$ cat src/rtl/hi_sim_tx_framer_pkg.sv
// Shared definitions for the HF tag-simulator transmit framer: state encodings,
// default timing and frame-length helpers.
package hi_sim_tx_framer_pkg;

    typedef enum logic [2:0] {
        ST_IDLE   = 3'd0,
        ST_SOF    = 3'd1,
        ST_DATA   = 3'd2,
        ST_PARITY = 3'd3,
        ST_EOF    = 3'd4
    } tx_state_e;

    // 64 carrier clocks per half bit gives fc/128, i.e. 106 kbit/s.
    localparam int DEFAULT_HALF_BIT = 64;

    localparam int FRAME_SOF_BITS = 1;
    localparam int FRAME_EOF_BITS = 1;
    localparam int FULL_BYTE_BITS = 8;

    // Frame length in carrier clocks for a given number of data and parity bits.
    function automatic int frame_clocks(input int half_bit, input int data_bits,
                                        input int parity_bits);
        return 2 * half_bit * (FRAME_SOF_BITS + data_bits + parity_bits + FRAME_EOF_BITS);
    endfunction

    // Bits actually sent from a byte: a short count only applies to the final byte.
    function automatic logic [3:0] byte_bit_count(input logic last, input logic [2:0] last_bits);
        return (last && last_bits != 3'd0) ? {1'b0, last_bits} : 4'(FULL_BYTE_BITS);
    endfunction

endpackage

$ cat src/rtl/hi_sim_bit_timer.sv
// Bit-period phase counter: wraps every 2*HALF_BIT clocks, held at zero by clear_i,
// and reports whether the phase it will hold next cycle lies in the first half bit.
module hi_sim_bit_timer #(
    parameter  int HALF_BIT = 64,
    localparam int PW       = $clog2(2 * HALF_BIT)
) (
    input  logic clk_i,
    input  logic rst_n_i,
    input  logic clear_i,
    output logic bit_end_o,
    output logic first_half_nxt_o
);

    logic [PW-1:0] phase_q;
    logic [PW-1:0] phase_d;

    assign bit_end_o = (phase_q == PW'(2 * HALF_BIT - 1));

    always_comb begin
        phase_d = phase_q + PW'(1);
        if (clear_i || bit_end_o) begin
            phase_d = '0;
        end
    end

    // Looking at the next phase lets the framer register mod_out in step with the counter.
    assign first_half_nxt_o = (phase_d < PW'(HALF_BIT));

    always_ff @(posedge clk_i or negedge rst_n_i) begin
        if (!rst_n_i) begin
            phase_q <= '0;
        end else begin
            phase_q <= phase_d;
        end
    end

endmodule

$ cat src/rtl/hi_sim_tx_framer.sv
// ISO 14443-A tag-to-reader framer: takes bytes over valid/ready and emits a registered
// Manchester modulation enable (SOF, LSB-first data, odd parity, optional short last byte, EOF).
module hi_sim_tx_framer
    import hi_sim_tx_framer_pkg::*;
#(
    parameter int HALF_BIT  = DEFAULT_HALF_BIT,
    parameter bit PARITY_EN = 1'b1
) (
    input  logic       ck_1356meg,
    input  logic       reset_n,
    input  logic [7:0] tx_data,
    input  logic       tx_last,
    input  logic [2:0] tx_last_bits,
    input  logic       tx_valid,
    output logic       tx_ready,
    input  logic       abort,
    output logic       mod_out,
    output logic       busy,
    output logic       done,
    output logic       underrun,
    output logic [2:0] dbg_state
);

    // Handshake: a byte moves when tx_valid && tx_ready are both high at a rising edge;
    // tx_valid/tx_data must hold until then, and tx_ready means the holding register is empty.

    tx_state_e  state_q, state_d;
    logic [7:0] shift_q, shift_d;
    logic [3:0] cnt_q, cnt_d;
    logic [3:0] nbits_q, nbits_d;
    logic       par_q, par_d;
    logic       last_q, last_d;
    logic       hold_full_q, hold_full_d;
    logic [7:0] hold_data_q, hold_data_d;
    logic       hold_last_q, hold_last_d;
    logic [2:0] hold_lbits_q, hold_lbits_d;
    logic       ready_en_q;
    logic       mod_q, mod_d;
    logic       done_q, done_d;
    logic       underrun_q, underrun_d;

    logic accept;
    logic next_byte;
    logic timer_clear;
    logic bit_end;
    logic first_half_nxt;
    logic send_bit;
    logic active;

    assign accept      = tx_valid && tx_ready;
    assign timer_clear = (state_q == ST_IDLE) || abort;

    hi_sim_bit_timer #(
        .HALF_BIT (HALF_BIT)
    ) u_bit_timer (
        .clk_i            (ck_1356meg),
        .rst_n_i          (reset_n),
        .clear_i          (timer_clear),
        .bit_end_o        (bit_end),
        .first_half_nxt_o (first_half_nxt)
    );

    always_comb begin
        state_d      = state_q;
        shift_d      = shift_q;
        cnt_d        = cnt_q;
        nbits_d      = nbits_q;
        par_d        = par_q;
        last_d       = last_q;
        hold_full_d  = hold_full_q;
        hold_data_d  = hold_data_q;
        hold_last_d  = hold_last_q;
        hold_lbits_d = hold_lbits_q;
        done_d       = 1'b0;
        underrun_d   = 1'b0;
        next_byte    = 1'b0;

        case (state_q)
            ST_IDLE: begin
                if (accept) begin
                    shift_d = tx_data;
                    last_d  = tx_last;
                    nbits_d = byte_bit_count(tx_last, tx_last_bits);
                    cnt_d   = 4'd0;
                    par_d   = 1'b0;
                    state_d = ST_SOF;
                end
            end
            ST_SOF: begin
                if (bit_end) begin
                    cnt_d   = 4'd0;
                    par_d   = 1'b0;
                    state_d = ST_DATA;
                end
            end
            ST_DATA: begin
                if (bit_end) begin
                    shift_d = {1'b0, shift_q[7:1]};
                    par_d   = par_q ^ shift_q[0];
                    cnt_d   = cnt_q + 4'd1;
                    if (cnt_q == nbits_q - 4'd1) begin
                        if (nbits_q == 4'd8 && PARITY_EN) begin
                            state_d = ST_PARITY;
                        end else begin
                            next_byte = 1'b1;
                        end
                    end
                end
            end
            ST_PARITY: begin
                if (bit_end) begin
                    next_byte = 1'b1;
                end
            end
            ST_EOF: begin
                if (bit_end) begin
                    done_d  = 1'b1;
                    state_d = ST_IDLE;
                end
            end
            default: state_d = ST_IDLE;
        endcase

        // Byte boundary: chain straight into the held byte so no idle bit appears.
        if (next_byte) begin
            if (last_q) begin
                state_d = ST_EOF;
            end else if (hold_full_q) begin
                shift_d     = hold_data_q;
                last_d      = hold_last_q;
                nbits_d     = byte_bit_count(hold_last_q, hold_lbits_q);
                cnt_d       = 4'd0;
                par_d       = 1'b0;
                hold_full_d = 1'b0;
                state_d     = ST_DATA;
            end else begin
                underrun_d = 1'b1;
                state_d    = ST_EOF;
            end
        end

        if (accept && state_q != ST_IDLE) begin
            hold_full_d  = 1'b1;
            hold_data_d  = tx_data;
            hold_last_d  = tx_last;
            hold_lbits_d = tx_last_bits;
        end

        if (abort && state_q != ST_IDLE) begin
            state_d     = ST_IDLE;
            hold_full_d = 1'b0;
            done_d      = 1'b0;
            underrun_d  = 1'b0;
        end
    end

    // mod_out is registered from the state/bit/phase that will be current next cycle.
    always_comb begin
        send_bit = 1'b0;
        active   = 1'b1;
        case (state_d)
            ST_SOF:    send_bit = 1'b1;
            ST_DATA:   send_bit = shift_d[0];
            ST_PARITY: send_bit = ~par_d;
            default:   active   = 1'b0;
        endcase
        mod_d = active && (send_bit ? first_half_nxt : !first_half_nxt);
    end

    always_ff @(posedge ck_1356meg or negedge reset_n) begin
        if (!reset_n) begin
            state_q      <= ST_IDLE;
            shift_q      <= '0;
            cnt_q        <= '0;
            nbits_q      <= '0;
            par_q        <= 1'b0;
            last_q       <= 1'b0;
            hold_full_q  <= 1'b0;
            hold_data_q  <= '0;
            hold_last_q  <= 1'b0;
            hold_lbits_q <= '0;
            ready_en_q   <= 1'b0;
            mod_q        <= 1'b0;
            done_q       <= 1'b0;
            underrun_q   <= 1'b0;
        end else begin
            state_q      <= state_d;
            shift_q      <= shift_d;
            cnt_q        <= cnt_d;
            nbits_q      <= nbits_d;
            par_q        <= par_d;
            last_q       <= last_d;
            hold_full_q  <= hold_full_d;
            hold_data_q  <= hold_data_d;
            hold_last_q  <= hold_last_d;
            hold_lbits_q <= hold_lbits_d;
            ready_en_q   <= 1'b1;
            mod_q        <= mod_d;
            done_q       <= done_d;
            underrun_q   <= underrun_d;
        end
    end

    assign tx_ready  = ready_en_q && !hold_full_q;
    assign mod_out   = mod_q;
    assign busy      = (state_q != ST_IDLE);
    assign done      = done_q;
    assign underrun  = underrun_q;
    assign dbg_state = state_q;

endmodule

$ cat config.mk
export PLATFORM = sky130hd
export DESIGN_NAME = hi_sim_tx_framer
export DESIGN_NICKNAME = d
export VERILOG_FILES = /design/src/rtl/hi_sim_tx_framer_pkg.sv /design/src/rtl/hi_sim_bit_timer.sv /design/src/rtl/hi_sim_tx_framer.sv
export SDC_FILE = /design/constraint.sdc
export NUM_CORES = 1
export LEC_CHECK = 0
export BUFFER_PORTS_ARGS = -buffer_cell sky130_fd_sc_hd__buf_2
export CORE_ASPECT_RATIO = 0.5
export CORE_MARGIN = 1.5
export CORE_UTILIZATION = 50
export CTS_CLUSTER_DIAMETER = 100
export DETAILED_ROUTE_END_ITERATION = 10
export PLACE_DENSITY = 0.74
export SLEW_MARGIN = 25
export SYNTH_ARGS = -nofsm -noshare
export SYNTH_HDL_FRONTEND = slang
export SYNTH_SLANG_ARGS = --single-unit
$ cat constraint.sdc
create_clock -name ck_1356meg -period 6.48 [get_ports ck_1356meg]
set_clock_uncertainty 0.2 [all_clocks]
set_input_delay 0.972 -clock ck_1356meg [delete_from_list [all_inputs] [get_ports ck_1356meg]]
set_output_delay 0.972 -clock ck_1356meg [all_outputs]
set_load 0.03 [all_outputs]
[Word level (Yosys, flattened, before mapping)]
Index checks and enable logic that the tools add are counted.
Storage, ports and cells
  register bits: 45
  bits in read-only memories: 0
  bits of input ports: 16
  memories: 0
  output and inout bits: 8
  latch bits: 0
  bits in writable memories: 0
Operators by class
  $mul: 0
  eq/ne operators: 11
  bitwise gates (word level): 2
  magnitude comparators: 1
  divide/modulo/power cells: 0
  add/sub/neg operators: 3
  shifts and indexed selects: 0
  reductions and logical operators: 18
  mux-type cells: 62
Operator list (number)
  $mux W4: 13
  $mux W8: 5
  $mux W3: 10
  $mux W1: 27
  $pmux W8 S2: 1
  $pmux W3 S5: 1
  $eq A3 B2 Y1 const B: 4
  $pmux W4 S3: 1
  $reduce_bool A3 Y1: 4
  $add A7 B1 Y7 const B: 1
  $eq A7 B7 Y1 const B: 1
  $logic_and A1 B1 Y1: 7
  $lt A7 B7 Y1 const B: 1
  $mux W7: 1
  $eq A3 B1 Y1 const B: 2
  $pmux W1 S3: 2
  $add A4 B1 Y4 const B: 1
  $eq A4 B4 Y1: 1
  $eq A4 B4 Y1 const B: 1
  $sub A4 B1 Y4 const B: 1
  $eq A3 B3 Y1 const B: 1
  $logic_not A3 Y1: 1
  $ne A3 B1 Y1 const B: 1
  $reduce_or A3 Y1: 1
  other kinds (6): 8

[Depth between registers and ports, before layout]
  depth after elaboration: 12
  depth in mapped cells: 10

[Modules after synthesis]
A second synthesis with hierarchy kept.
Unflattened totals
  cells, all modules: 237
  area total of the unflattened synthesis: 2356.0 µm²
By module, submodules not included
  hi_sim_tx_framer: cells an instance 206, times used 1, sequential area each 950.9 µm², area each 2040.7 µm²
  hi_sim_bit_timer: cells an instance 31, times used 1, sequential area each 175.2 µm², area each 315.3 µm²

[Worst setup path after synthesis]
Ideal clock, no wire load.
  path kind: register to register
  from: register state_q[1] (netlist: dbg_state[1])
  to: register mod_q (netlist: mod_out)
  required time: 6.185 ns
  arrival time: 2.235 ns
  clock period less this slack: 2.530 ns
  setup slack: 3.950 ns
  buffers on the path: 1
  setup time: 0.095 ns
  cell stages (with the launch flop): 10
  cell sequence: dfrtp_1 -> clkbuf_1 -> nor3_4 -> inv_1 -> nor2_2 -> nor2_1 -> a21o_1 -> mux2i_4 -> o31ai_2 -> nor4b_2
On the way
  elaborated cells between the ends (all ways): 39
  those cells by class: order compare (1); eq/ne (7); mux (22); bitwise (1); reduce/logical (8)
RTL lines
  from (decl): RTL line hi_sim_tx_framer.sv:27  | tx_state_e state_q, state_d;
  from (signal assigned): RTL line hi_sim_tx_framer.sv:187  | state_q <= state_d;
  $reduce_bool A3 Y1 *
  via busy: RTL line hi_sim_tx_framer.sv:18  | output logic busy,
  $logic_and A1 B1 Y1 *: RTL line hi_sim_tx_framer.sv:149  | if (abort && state_q != ST_IDLE) begin
  $mux W3 *: RTL line hi_sim_tx_framer.sv:149
  $eq A3 B2 Y1 / $eq A3 B1 Y1 (equally long branches): RTL line hi_sim_tx_framer.sv:161  | case (state_d)
  $pmux W1 S3 / $reduce_or A3 Y1 (equally long branches)
  $mux W1 (on tied branches): RTL line hi_sim_tx_framer.sv:167, hi_sim_tx_framer.sv:161
  $logic_and A1 B1 Y1 *: RTL line hi_sim_tx_framer.sv:167  | mod_d = active && (send_bit ? first_half_nxt : !first_half_nxt);
  via mod_d: RTL line hi_sim_tx_framer.sv:38  | logic mod_q, mod_d;
  to (signal assigned): RTL line hi_sim_tx_framer.sv:198  | mod_q <= mod_d;
  to (decl): RTL line hi_sim_tx_framer.sv:38
The timed path passes the listed nets; every way through them passes the cells marked *.
A chain may end at the register's enable or synchronous reset.

[Final worst setup path]
  from: register state_q[2] (netlist: dbg_state[2])
  to: register mod_q (netlist: mod_out)
On the way
  cells in the longest elaborated chain, start to end: 10
  elaborated cells between the ends (all ways): 39
  those cells by class: order compare (1); eq/ne (7); mux (22); bitwise (1); reduce/logical (8)
RTL lines
  $mux W3: RTL line hi_sim_tx_framer.sv:102  | if (nbits_q == 4'd8 && PARITY_EN) begin
  $mux W3: RTL line hi_sim_tx_framer.sv:101  | if (cnt_q == nbits_q - 4'd1) begin
  $mux W3: RTL line hi_sim_tx_framer.sv:97  | if (bit_end) begin
  $pmux W3 S5: RTL line hi_sim_tx_framer.sv:78  | case (state_q)
  $mux W3: RTL line hi_sim_tx_framer.sv:125  | if (next_byte) begin
  $mux W3: RTL line hi_sim_tx_framer.sv:149
  $eq A3 B2 Y1 / $eq A3 B1 Y1 (equally long branches): RTL line hi_sim_tx_framer.sv:161
  $pmux W1 S3 / $reduce_or A3 Y1 (equally long branches)
  $mux W1 (on tied branches): RTL line hi_sim_tx_framer.sv:167, hi_sim_tx_framer.sv:161
  $logic_and A1 B1 Y1 *: RTL line hi_sim_tx_framer.sv:167
  via mod_d: RTL line hi_sim_tx_framer.sv:38
Marked as above.

==> flow_metrics.py <==
metrics = {
    "outcome": {
        "status": "finished, final reports clean",
    },
    "clock_network": {
        "clkTransAtPathRegs_ns": 0.08,
        "cts_root_buffer": "clkbuf_8",
        "post-cts-setup-buffers": 0,
        "post_cts_resized": 0,
        "clk_latency_ns": 0.30,
        "cts_tree": "built",
        "hold_buffers": 0,
        "clk_path_buf_depth": 2,
        "htree_num_levels": 2,
        "cts_buffers": 5,
        "clock-sinks": 45,
    },
    "logic_synthesis": {
        "ys.warnings.count": 0,
        "synth_area_per_cell_sq_um": 9.846,
        "synth_top_cell_by_area": "dfrtp_1",
        "synthesis.instances": 244,
        "synth_top_area_share_pct": 46.87,
        "ys_seq_area_share_pct": 46.87,
        "syn_area_sq_um": 2402,
        "synth_cell_types": 52,
        "synth-seq-cells": 45,
        "syn_nets": 265,
        "synth_area_leaders": "dfrtp_1 47%, a21oi_1 5.8%, mux2_2 5.2%, nor2_1 4.4%, ha_1 2.6%",
    },
    "detailed_routing": {
        "vias": 1849,
        "routed_wl_um": 4896,
        "drc": 0,
        "routedWlPerCell_um": 14.75,
        "drt-pass1-iter-count": 4,
        "via_per_inst": 5.569,
        "antenna_left": 0,
        "drtIter0Drc": 88,
    },
    "power_and_ir_drop": {
        "swShare_pct": 35.83,
        "power_density_nw_per_um2": 352.8,
        "p_sw_uw": 336.6,
        "ir_drop_uv": 160.9,
        "p_seq_share_pct": 46.5,
        "pwr-share-comb_pct": 34.1,
        "power.internal_uw": 602.7,
        "clock_power_share_pct": 19.4,
        "leakagePower_uw": 0.001199,
        "total_power_uw": 939.3,
    },
    "die": {
        "rows": 17,
        "core_sq_um": 4509,
        "chipWidth_um": 101.0,
        "die_h_um": 52.02,
        "die-area_sq_um": 5255,
        "io_pins": 24,
        "start_util_pct": 53.27,
    },
    "placement": {
        "io_buffer_count": 23,
        "place.gp.congestion": 0.9453,
        "place_hpwl_um": 3538,
        "placedCellCount": 324,
    },
    "worst_setup_path": {
        "crit_fanout": 15,
        "cp-start-kind": "flip-flop",
        "endpoint_kind": "flip-flop",
        "crit_type": "reg -> reg",
        "cp.arrival_ns": 2.90,
        "required_ns": 6.49,
        "r2r_cells": 8,
    },
    "timing": {
        "slew_headroom_pct": 62.08,
        "slew_viol_final": 0,
        "tightest_slew_ns": 0.5681,
        "max_freq_mhz": 346.0,
        "finalHoldViolCount": 0,
        "fin_tns_setup_ns": 0,
        "rsz0062_at_grt": "false",
        "finalCritPeriodShare_pct": 44.61,
        "fin_crit_ns": 2.890,
        "setup_viol": 0,
    },
    "worst_hold_path": {
        "hold_depth": 1,
        "hp-class": "reg -> reg",
    },
    "layout": {
        "antenna_cells": 0,
        "drive_above_1_share_pct": 20.30,
        "fillers": 393,
        "fin_nets": 286,
        "areaGrowthSynthToFinish_pct": 10.83,
        "fin_cells": 332,
    },
    "grt": {
        "grt_use_total_pct": 20.28,
        "grt_pass1_vias": 1703,
        "antenna_found_initial": 0,
        "grt_start_max_net_pins": 46,
        "grt_overflow": 0,
        "grt_pass1_wl_um": 8100,
    },
    "flow_run": {
        "maxCapViolations": 0,
    },
}
## logic make-up after synthesis
group	share of synthesized area, %
XOR/XNOR	4.271
adder cells (fa/ha/maj)	3.021
AO/OA/AOI/OAI	16.30
AND/OR/NAND/NOR	19.58
buffers and inverters	3.698
flip-flops	46.87
other	0.1561
multiplexers	6.094
## worst max-delay path: stages (launching register included)
cell	delay (ns)
dfrtp_1	0.54
nor3_4	0.38
inv_1	0.17
nor2_2	0.50
nor2_1	0.24
a21o_1	0.25
mux2i_4	0.18
o31ai_2	0.09
nor4b_2	0.25
## layout make-up
cell class | count | area, sq um | area share, %
Clock buffer | 6 | 82.58 | 3.102
Clock inverter | 2 | 13.76 | 0.5169
Inverter | 10 | 37.54 | 1.410
Multi-Input combinational cell | 178 | 1187 | 44.60
Sequential cell | 45 | 1126 | 42.29
Tap cell | 66 | 82.58 | 3.102
Timing Repair Buffer | 25 | 132.6 | 4.981
## Yosys cell counts, drive strengths merged
| master | instances |
|---|---|
| xor3 | 1 |
| o21bai | 1 |
| a21o | 1 |
| a22o | 7 |
| buf | 3 |
| o31ai | 2 |
| a21oi | 28 |
| a211oi | 1 |
| a2111oi | 1 |
| and4 | 2 |
| nor2 | 29 |
| nor3 | 9 |
| conb | 1 |
| maj3 | 1 |
| nand3b | 2 |
| nor4b | 1 |
| nand2 | 13 |
| xor2 | 3 |
| nand4 | 2 |
| a31oi | 4 |
| inv | 10 |
| or3b | 1 |
| nor4 | 2 |
| o22ai | 1 |
| or3 | 3 |
| nor3b | 2 |
| a22oi | 2 |
| nand4b | 1 |
| o311ai | 1 |
| ha | 5 |
| o21ai | 10 |
| or2 | 3 |
| o211ai | 2 |
| clkbuf | 8 |
| o32ai | 1 |
| and3 | 4 |
| xnor2 | 6 |
| dfrtp | 45 |
| and3b | 2 |
| nor2b | 2 |
| o211a | 1 |
| mux2i | 1 |
| mux2 | 11 |
| nand3 | 8 |
## final timing paths
path / from / to / slack, ns
setup / recovery: dbg_state[2]$_DFF_PN0_ / mod_out$_DFF_PN0_ / 3.59
hold / removal: u_bit_timer.phase_q[0]$_DFF_PN0_ / u_bit_timer.phase_q[0]$_DFF_PN0_ / 0.27
setup reg to reg: dbg_state[2]$_DFF_PN0_ / mod_out$_DFF_PN0_ / 3.59
hold reg to reg: u_bit_timer.phase_q[0]$_DFF_PN0_ / u_bit_timer.phase_q[0]$_DFF_PN0_ / 0.27
max in group asynchronous: reset_n / last_q$_DFF_PN0_ / 5.24
min in group asynchronous: reset_n / done$_DFF_PN0_ / 0.45
## state kept, by name, indices dropped and copies added (netlist names)
register	cells
hold_full_q	1
shift_q	8
ready_en_q	1
hold_data_q	8
underrun	1
cnt_q	4
par_q	1
done	1
hold_last_q	1
mod_out	1
hold_lbits_q	3
nbits_q	4
dbg_state	3
last_q	1
u_bit_timer.phase_q	7
## through the flow
stage          setup slack [ns]  util, %  hold slack [ns]  cell area (sq um)
6_report                  3.590    59.05           0.2662               2663
5_1_grt                   3.371    59.05           0.2998               2663
2_1_floorplan             3.950        -           0.2239               2402
3_5_place_dp              3.469    56.85           0.2599               2564
3_3_place_gp              3.522    56.85           0.2362               2564
4_1_cts                   3.587    58.99           0.2710               2660
## cell usage in the layout, fill, tap and decap left out, types with 2 or more instances in the layout
cell type,n
a21oi_1,28
a22o_1,7
a22oi_1,2
a31oi_1,4
and3_1,4
and3b_1,2
and4_1,2
buf_2,22
buf_4,3
clkbuf_8,6
dfrtp_1,45
ha_1,5
inv_1,10
mux2_2,11
nand2_1,13
nand3_1,7
nand3b_1,2
nand4_1,2
nor2_1,28
nor2b_1,2
nor3_1,7
nor3b_1,2
o211ai_1,2
o21ai_0,10
or2_2,2
or3_1,3
xnor2_1,6
xor2_1,3
## routing by layer
metal	share of wire, %	GRT usage (%)	up-vias	routed length, um
li1	-	-	914	-
met1	51	29.54	868	2473
met2	42	29.05	57	2045
met3	6.3	4.704	10	307
met4	1.4	8.333	0	69
met5	0	0	-	0
## power by group through the flow
stage	combinational, uW	clock [uW]	sequential (uW)
2_1_floorplan	255	0	428
3_3_place_gp	310	0	437
3_5_place_dp	319	0	442
4_1_cts	322	188	436
5_1_grt	360	200	449
6_report	320	182	437
Power figures use the tool's default switching activity.
